<file path="src/rtl/video_timing_pkg.sv">
// Purpose: shared 720p timing constants, count widths and the sync-bundle type
//          for the video timing generator.
package video_timing_pkg;

    // Default 1280x720 timing, pixel and line units
    localparam int unsigned ACTIVE_H_720P  = 1280;
    localparam int unsigned H_FP_720P      = 110;
    localparam int unsigned H_SYNC_720P    = 40;
    localparam int unsigned H_BP_720P      = 220;
    localparam int unsigned ACTIVE_V_720P  = 720;
    localparam int unsigned V_FP_720P      = 5;
    localparam int unsigned V_SYNC_720P    = 5;
    localparam int unsigned V_BP_720P      = 20;
    localparam int unsigned FPS_DEF        = 60;
    localparam int unsigned PIPE_DELAY_DEF = 4;

    localparam int unsigned TOTAL_H_720P = ACTIVE_H_720P + H_FP_720P + H_SYNC_720P + H_BP_720P;
    localparam int unsigned TOTAL_V_720P = ACTIVE_V_720P + V_FP_720P + V_SYNC_720P + V_BP_720P;

    // Sized for totals up to 2048 x 1024 and a 6-bit frame counter
    localparam int unsigned HCOUNT_W = 11;
    localparam int unsigned VCOUNT_W = 10;
    localparam int unsigned FC_W     = 6;

    // Bundle carried through the downstream delay line
    typedef struct packed {
        logic hs;
        logic vs;
        logic ad;
    } sync_t;

    // Half-open window test, done at 32 bits so window edges past the count width cannot wrap
    function automatic logic in_window(input int unsigned val, input int unsigned lo,
                                       input int unsigned hi);
        return (val >= lo) && (val < hi);
    endfunction

endpackage

</file>
<file path="src/rtl/video_timing_gen_pipeline.sv">
// Purpose: fixed-latency delay line; STAGES=0 degenerates to a wire.
// Ports:
//   clk  - clock
//   rst  - asynchronous active-high reset, clears every stage
//   din  - WIDTH-bit input
//   dout - din delayed STAGES cycles
module pipeline #(
    parameter int unsigned WIDTH  = 1,
    parameter int unsigned STAGES = 1
) (
    input  logic             clk,
    input  logic             rst,
    input  logic [WIDTH-1:0] din,
    output logic [WIDTH-1:0] dout
);

    generate
        if (STAGES == 0) begin : g_bypass
            assign dout = din;
        end else begin : g_regs
            // Index 0 is the newest sample, STAGES-1 the oldest
            logic [STAGES-1:0][WIDTH-1:0] stage_q;

            // Shift by appending din and truncating the oldest entry off the top
            always_ff @(posedge clk or posedge rst) begin
                if (rst) begin
                    stage_q <= '0;
                end else begin
                    stage_q <= (STAGES*WIDTH)'({stage_q, din});
                end
            end

            assign dout = stage_q[STAGES-1];
        end
    endgenerate

endmodule

</file>
<file path="src/rtl/video_timing_gen.sv">
// Purpose: raster timing generator: pixel/line counters, registered sync,
//          active-draw and new-frame decodes, frame counter, and copies of the
//          sync/active flags delayed to match a downstream pixel pipeline.
// Ports:
//   clk_in     - pixel clock
//   rst_in     - asynchronous active-high reset
//   hcount_out - horizontal pixel index
//   vcount_out - line index
//   hs_out     - hsync, aligned with the counts
//   vs_out     - vsync, aligned with the counts
//   ad_out     - active-draw, aligned with the counts
//   nf_out     - one-cycle pulse at (ACTIVE_H, ACTIVE_V), once per frame
//   fc_out     - frame count modulo FPS
//   hs_d_out   - hs_out delayed PIPE_DELAY cycles
//   vs_d_out   - vs_out delayed PIPE_DELAY cycles
//   ad_d_out   - ad_out delayed PIPE_DELAY cycles
module video_timing_gen
    import video_timing_pkg::*;
#(
    parameter int unsigned ACTIVE_H   = ACTIVE_H_720P,
    parameter int unsigned H_FP       = H_FP_720P,
    parameter int unsigned H_SYNC     = H_SYNC_720P,
    parameter int unsigned H_BP       = H_BP_720P,
    parameter int unsigned ACTIVE_V   = ACTIVE_V_720P,
    parameter int unsigned V_FP       = V_FP_720P,
    parameter int unsigned V_SYNC     = V_SYNC_720P,
    parameter int unsigned V_BP       = V_BP_720P,
    parameter int unsigned FPS        = FPS_DEF,
    parameter int unsigned PIPE_DELAY = PIPE_DELAY_DEF
) (
    input  logic                clk_in,
    input  logic                rst_in,
    output logic [HCOUNT_W-1:0] hcount_out,
    output logic [VCOUNT_W-1:0] vcount_out,
    output logic                hs_out,
    output logic                vs_out,
    output logic                ad_out,
    output logic                nf_out,
    output logic [FC_W-1:0]     fc_out,
    output logic                hs_d_out,
    output logic                vs_d_out,
    output logic                ad_d_out
);

    localparam int unsigned TOTAL_H  = ACTIVE_H + H_FP + H_SYNC + H_BP;
    localparam int unsigned TOTAL_V  = ACTIVE_V + V_FP + V_SYNC + V_BP;
    localparam int unsigned HS_START = ACTIVE_H + H_FP;
    localparam int unsigned HS_STOP  = HS_START + H_SYNC;
    localparam int unsigned VS_START = ACTIVE_V + V_FP;
    localparam int unsigned VS_STOP  = VS_START + V_SYNC;

    logic                h_wrap_c;
    logic                v_wrap_c;
    logic [HCOUNT_W-1:0] h_next_c;
    logic [VCOUNT_W-1:0] v_next_c;
    logic                hs_c;
    logic                vs_c;
    logic                ad_c;
    logic                nf_c;
    sync_t               sync_now;
    sync_t               sync_dly;

    // Next counter values; flags decode these so they land on the same edge as the counts
    always_comb begin
        h_wrap_c = (hcount_out == HCOUNT_W'(TOTAL_H - 1));
        v_wrap_c = (vcount_out == VCOUNT_W'(TOTAL_V - 1));
        h_next_c = h_wrap_c ? '0 : hcount_out + HCOUNT_W'(1);
        v_next_c = vcount_out;
        if (h_wrap_c) begin
            v_next_c = v_wrap_c ? '0 : vcount_out + VCOUNT_W'(1);
        end
        hs_c = in_window(32'(h_next_c), HS_START, HS_STOP);
        vs_c = in_window(32'(v_next_c), VS_START, VS_STOP);
        ad_c = (32'(h_next_c) < ACTIVE_H) && (32'(v_next_c) < ACTIVE_V);
        nf_c = (32'(h_next_c) == ACTIVE_H) && (32'(v_next_c) == ACTIVE_V);
    end

    // Reset parks the counters on the last pixel so the first edge lands on (0,0)
    always_ff @(posedge clk_in or posedge rst_in) begin
        if (rst_in) begin
            hcount_out <= HCOUNT_W'(TOTAL_H - 1);
            vcount_out <= VCOUNT_W'(TOTAL_V - 1);
            hs_out     <= 1'b0;
            vs_out     <= 1'b0;
            ad_out     <= 1'b0;
            nf_out     <= 1'b0;
            fc_out     <= '0;
        end else begin
            hcount_out <= h_next_c;
            vcount_out <= v_next_c;
            hs_out     <= hs_c;
            vs_out     <= vs_c;
            ad_out     <= ad_c;
            nf_out     <= nf_c;
            if (nf_c) begin
                fc_out <= (fc_out == FC_W'(FPS - 1)) ? '0 : fc_out + FC_W'(1);
            end
        end
    end

    // Delayed flags track the renderer's colour output latency
    assign sync_now = '{hs: hs_out, vs: vs_out, ad: ad_out};

    pipeline #(
        .WIDTH  ($bits(sync_t)),
        .STAGES (PIPE_DELAY)
    ) u_pipe (
        .clk  (clk_in),
        .rst  (rst_in),
        .din  (sync_now),
        .dout (sync_dly)
    );

    assign hs_d_out = sync_dly.hs;
    assign vs_d_out = sync_dly.vs;
    assign ad_d_out = sync_dly.ad;

endmodule

</file>
<file path="config.mk">
export PLATFORM = sky130hd
export DESIGN_NAME = video_timing_gen
export DESIGN_NICKNAME = d
export VERILOG_FILES = /design/src/rtl/video_timing_pkg.sv /design/src/rtl/video_timing_gen_pipeline.sv /design/src/rtl/video_timing_gen.sv
export SDC_FILE = /design/constraint.sdc
export NUM_CORES = 1
export LEC_CHECK = 0
export BUFFER_PORTS_ARGS = -buffer_cell sky130_fd_sc_hd__clkbuf_2
export CAP_MARGIN = 20
export CORE_ASPECT_RATIO = 2
export CORE_MARGIN = 2
export CORE_UTILIZATION = 53
export DETAILED_ROUTE_END_ITERATION = 12
export PLACE_DENSITY = 0.8
export SLEW_MARGIN = 15
export SYNTH_ARGS = -nofsm -noshare
export SYNTH_HDL_FRONTEND = slang
export SYNTH_SLANG_ARGS = --single-unit
</file>
<file path="constraint.sdc">
create_clock -name clk_in -period 8.58 [get_ports clk_in]
set_input_delay 0.429 -clock clk_in [delete_from_list [all_inputs] [get_ports clk_in]]
set_output_delay 0.429 -clock clk_in [all_outputs]
set_load 0.05 [all_outputs]
</file>
**Word level (Yosys, flattened, before mapping)**

Index checks and enable logic that the tools add are counted.

- Flip-flop bits (word level): 43
- Latch bits: 0
- RAM bits: 0
- Bits in read-only memories: 0
- Bits of input ports: 2
- Output and inout port bits: 34
- Logic and storage cells: 33
- Memories: 0

- Add/sub/neg operators: 3
- Multipliers: 0
- Div/mod/pow operators: 0
- Order comparisons: 6
- Equal/unequal tests: 5
- Shift-type cells: 0
- Mux-type cells: 4
- Bitwise logic cells: 0
- Reductions and logical operators: 4

Operators with widths:

| kind | count |
|---|---|
| 11-bit equality test (second input constant) | 2 |
| 11-bit less-than comparator (second input constant) | 2 |
| 10-bit equality test (second input constant) | 2 |
| 10-bit less-than comparator (second input constant) | 2 |
| 10-bit two-way mux | 2 |
| 11-bit by 1-bit adder with 11-bit output (second input constant) | 1 |
| 11-bit greater-or-equal comparator (second input constant) | 1 |
| 11-bit two-way mux | 1 |
| 10-bit by 1-bit adder with 10-bit output (second input constant) | 1 |
| 10-bit greater-or-equal comparator (second input constant) | 1 |
| 6-bit by 1-bit adder with 6-bit output (second input constant) | 1 |
| 6-bit equality test (second input constant) | 1 |
| 6-bit two-way mux | 1 |
| 1-bit logical AND | 4 |

**Logic depth before layout (Yosys ltp)**

- Depth in word-level cells: 5
- Mapped depth: 11
- Mapped depth without buffers: 9

**By module**

A second synthesis with hierarchy kept.

- Cells, all modules: 237
- Area, all modules: 2389.8 um^2

Modules (own cells, without submodules):

| module | times used | cells each | area each (um^2) | seq. area each (um^2) |
|---|---|---|---|---|
| video_timing_gen | 1 | 221 | 2063.2 | 792.0 |
| pipeline | 1 | 16 | 326.6 | 300.3 |

**Worst setup path after synthesis**

Ideal clock, no wire load.

- Path type: register to register
- Start: register vcount_out[1]
- End: register fc_out[5]
- Setup time: 0.069 ns
- Data arrival time: 3.481 ns
- Data required time: 8.511 ns
- Setup slack: 5.030 ns
- Stages on the path, launching flop included: 11
- Buffers on the path: 1
- Period minus slack after synthesis: 3.550 ns
- Cell sequence: dfrtp_1 -> inv_1 -> ha_1 -> or3b_2 -> nor4_1 -> a211oi_1 -> or4b_1 -> or4_1 -> buf_2 -> or4_1 -> nand3_1

- Cells in the longest elaborated chain, start to end: 5
- Elaborated cells between the ends (all ways): 6
- Classes of those cells: add/sub (1); eq/ne (2); mux (2); reduce/logical (1)

RTL lines:

| item | line | source |
|---|---|---|
| start, declared | video_timing_gen.sv:34 | `output logic [VCOUNT_W-1:0] vcount_out,` |
| start signal, assigned | video_timing_gen.sv:82 | `vcount_out <= VCOUNT_W'(TOTAL_V - 1);` |
| start signal, assigned | video_timing_gen.sv:90 | `vcount_out <= v_next_c;` |
| 10-bit by 1-bit adder with 10-bit output or 10-bit equality test (tied branches) | video_timing_gen.sv:70, video_timing_gen.sv:66 |  |
| 10-bit two-way mux | video_timing_gen.sv:70 | `v_next_c = v_wrap_c ? '0 : vcount_out + VCOUNT_W'(1);` |
| 10-bit two-way mux * | video_timing_gen.sv:69 | `if (h_wrap_c) begin` |
| 10-bit equality test * | video_timing_gen.sv:75 | `nf_c = (32'(h_next_c) == ACTIVE_H) && (32'(v_next_c) == ACTIVE_V);` |
| 1-bit logical AND * | video_timing_gen.sv:75 |  |
| end signal, assigned | video_timing_gen.sv:96 | `fc_out <= (fc_out == FC_W'(FPS - 1)) ? '0 : fc_out + FC_W'(1);` |
| end, declared | video_timing_gen.sv:39 | `output logic [FC_W-1:0] fc_out,` |

Mark *: on every way between the ends. The rest lies on a longest branch, timed or not.
A chain may end at the register's enable or synchronous reset.

**Worst setup path after layout**

- Start: register hcount_out[6]
- End: register fc_out[5]

- Cells in the longest elaborated chain, start to end: 4
- Elaborated cells between the ends (all ways): 7
- Classes of those cells: add/sub (1); eq/ne (3); mux (2); reduce/logical (1)

RTL lines:

| item | line | source |
|---|---|---|
| start, declared | video_timing_gen.sv:33 | `output logic [HCOUNT_W-1:0] hcount_out,` |
| start signal, assigned | video_timing_gen.sv:81 | `hcount_out <= HCOUNT_W'(TOTAL_H - 1);` |
| start signal, assigned | video_timing_gen.sv:89 | `hcount_out <= h_next_c;` |
| 11-bit by 1-bit adder with 11-bit output or 11-bit equality test (tied branches) | video_timing_gen.sv:67, video_timing_gen.sv:65 |  |
| 11-bit two-way mux or 10-bit two-way mux (tied branches) | video_timing_gen.sv:67, video_timing_gen.sv:69 |  |
| 11-bit equality test or 10-bit equality test (tied branches) | video_timing_gen.sv:75 |  |
| 1-bit logical AND * | video_timing_gen.sv:75 |  |

Marked as above.

==> summary.md <==
| Metric | Value |
|---|---|
| RSZ-0062 raised after global routing | no |
| Vias in the first global route | 1942 |
| Drt first pass iters | 7 |
| Setup Fix Bufs, Post-CTS | 0 |
| Tot GR Track Use | roughly 26% |
| CTS tree | yes |
| Worst setup slack after layout | 5110 ps |
| Routed WL | 5570 um |
| Syn-to-layout area delta | 14.3% |
| Placer congestion estimate | 0.953 |
| Number of antenna cells inserted | 0 |
| Clock Root Buffer | clkbuf_8 |
| Longest Clk Path Bufs | 2 |
| Min-Delay Path Class | in2async |
| Post-CTS Hold Buffers | 0 |
| Cell Area, Synth | 0.00225 mm2 |
| Die Y-Extent | just under 100 um |
| Top Family by Delay on Critical Path | simple AND/OR/NAND/NOR gates |
| Crit path cell chain | nor4bb_1, nand3_1, o21ai_0, or4b_1, or4_1, or4_1, nand3_1 |
| HPWL Detailed | 4100 um |
| FF-to-FF path depth | 7 |
| Fin nets | approximately 270 |
| Drt initial violations | 60 |
| Post-synth EDFFs | 0 |
| Top FF cell, synth | dfrtp_1 |
| Hold violation total from the final report | 0 |
| Min Tclk post-route | 3470 ps |
| Sequential element share of the synthesized area | between 40% and 50% |
| Post-Place Cells | 304 |
| Pwr per Cell Area | around 140 mW/mm2 |
| Inserted Clock Buffers | 5 |
| Starting Density | between 50 and 60% |
| Clk_lat worst skew | between 300 and 400 ps |
| Least-Margin Pin Slew | about 800 ps |
| Clk slew on worst S/H paths | approximately 90 ps |
| Remaining global-route overflow | 0 |
| Pre-CTS worst setup slack | between 5000 and 6000 ps |
| CP arrival | 3720 ps |
| Max Clk Rate | ~290 MHz |
| Share of layout cells above drive strength 1 | 24.6% |
| # port buffers | 35 |
| Asr flop ratio synth | between 90% and 100% |
| Antenna violations before repair | 0 |
| Reg-to-Reg End | fc_out[5] |
| Crit Path Category | reg2reg |
| Worst path slowest cell | or4_1 |
| Reg2Reg Launch Point | hcount_out[6] |
| Post-cts sizing count | 0 |
| Status | finished clean |
| Buffers and inverters on the worst path | 0 |
| I/O Pins | 36 |
| Die W | 50.1 um |
| Leakage | 0.00111 uW |
| First-pass GRT wire length | 9170 um |
| Slew headroom | 46.0% |
| Final core occ | between 60% and 70% |
| Switching share of power | around 22% |
| Max Cap Viol | 0 |
| DR vias/cell | 6.46 |
| Post-Syn Area per Cell | 9.93 um2 |
| Max IR drop VDD | about 110 uV |
| Via count | 2014 |
| Final Slew Violations | 0 |
| Reg power frac | 54.5% |
| CORE AREA | 0.00409 mm2 |
| Yosys Warn Count | 0 |
| Detail Route Antenna Nets | 0 |
| Flops & latches, synth | 43 |
| Synth unique cells | 53 |
| Mapped Cells | 227 |
| Die Area | 0.00482 mm2 |
| Final Non-Filler Cells | between 300 and 400 |
| CTS sink count | 43 |
| Internal Power | slightly below 300 uW |
| CP required | 8830 ps |
| Final period utilization | slightly above 40% |
| Final Setup Violations | 0 |
| Setup TNS | 0 ps |
| Routed wire per std cell | 17.9 um |
| Comb power frac | 1.2% |
| Row Count | 33 |
| CTS H-tree depth | 2 |
| Clock share of power | between 40 and 50% |
| Post-Syn Nets | 234 |
| Psw | slightly above 80 uW |
| Startpoint types | register |
| Largest net degree at the start of global routing | 44 |
| R2R setup slack | 5110 ps |
| Crit path max fanout | 11 |
| CP max stage delay | 650 ps |
| Crit end category | register |
| Residual DRC | 0 |
| Clock skew | 6.01 ps |
==> how the worst max path moves through the flow <==
| stage | cells past startpoint | to | slack, ps | start |
|---|---|---|---|---|
| after detailed placement | 7 | fc_out[5] | 5180 | hcount_out[6] |
| final | 7 | fc_out[5] | 5110 | hcount_out[6] |
| after global placement | 9 | fc_out[5] | 5280 | vcount_out[1] |
| after global routing | 7 | fc_out[5] | 4930 | hcount_out[6] |
| after floorplan | 10 | fc_out[5] | 5030 | vcount_out[1] |
| after CTS | 7 | fc_out[5] | 5170 | hcount_out[6] |
==> through the flow <==
step | total power (uW) | instance area, um2 | hold WS [ps]
after CTS | 375 | 2580 | 251
after detailed placement | 211 | 2460 | 336
final | 372 | 2580 | 223
after global routing | 387 | 2580 | 270
after floorplan | 209 | 2250 | 331
after global placement | 211 | 2460 | 332
==> final cells by class <==
| type | count | area (um2) |
|---|---|---|
| well taps | 52 | 65.1 |
| clock inverters | 3 | 47.5 |
| repair buffers | 37 | 190 |
| fillers | 357 | 1510 |
| flip-flops and latches | 43 | 1090 |
| multi-input cells | 166 | 1090 |
| inverters | 6 | 22.5 |
| clock buffers | 5 | 68.8 |
==> per-layer routing <==
| metal | vias to the layer above | wire (um) | global-route usage, % |
|---|---|---|---|
| li1 | 917 | - | - |
| met4 | 0 | 209 | 16.7 |
| met5 | - | 0 | 0 |
| met1 | 984 | 1920 | 24.6 |
| met3 | 26 | 288 | 5.75 |
| met2 | 87 | 3150 | 47.9 |
==> cell usage after synthesis, drive strengths merged (3+ instances only) <==
cell type	count	share of area (%)
dfstp	13	15
nor4	7	1.9
dfrtp	30	33
nor3	6	1.3
o21ai	13	2.9
o41ai	3	1.2
nand2	20	3.3
a21oi	6	1.3
clkbuf	6	1.0
buf	6	1.2
nor2	16	2.7
nand4	6	2.3
xor2	5	1.9
inv	6	1.0
or4	5	1.7
a31oi	3	0.83
o211ai	3	1.0
xnor2	6	2.3
ha	5	2.8
o31ai	4	1.3
nand3	16	3.6
==> worst register-to-register path, delay by kind of cell, from the launching register on <==
kind / cells / cell delay (ps)
compound gates: 1 / 160
flops: 1 / 620
simple gates: 6 / 2640
==> state kept, by name (all words and copies together) (netlist names) <==
register	count
hcount_out	11
vcount_out	10
u_pipe.g_regs.stage_q	9
fc_out	6
u_pipe.dout	3
ad_out	1
hs_out	1
nf_out	1
vs_out	1
==> kinds of logic (layout without fill, tap and decap cells) <==
family / count (synthesis) / count (layout) / synth area share, %
adder cells (fa/ha/maj): 5 / 5 / 2.77
AND/OR/NAND/NOR: 95 / 95 / 23.9
AO/OA/AOI/OAI: 53 / 53 / 16.4
buffers and inverters: 18 / 51 / 3.22
XOR/XNOR: 11 / 11 / 4.27
flip-flops: 43 / 43 / 48.4
multiplexers: 2 / 2 / 0.943
==> layout by cell type (no fill, tap or decap), types with 6 or more instances in the layout <==
master and instances:
nor2_1 16, dfrtp_1 30, nand2_1 20, nor3_1 6, inv_1 6, o21ai_0 13
nand3_1 16, nor4_1 7, clkbuf_2 35, a21oi_1 6, xnor2_1 6, dfstp_2 13
==> power groups by stage <==
stage / logic [uW] / registers, uW / clock network (uW)
after CTS: 4.55 / 203 / 168
after global placement: 4.49 / 207 / 0
after global routing: 5.18 / 203 / 179
after floorplan: 2.92 / 207 / 0
final: 4.29 / 203 / 165
after detailed placement: 4.51 / 207 / 0
No activity file was read; power rests on OpenSTA's default activity.
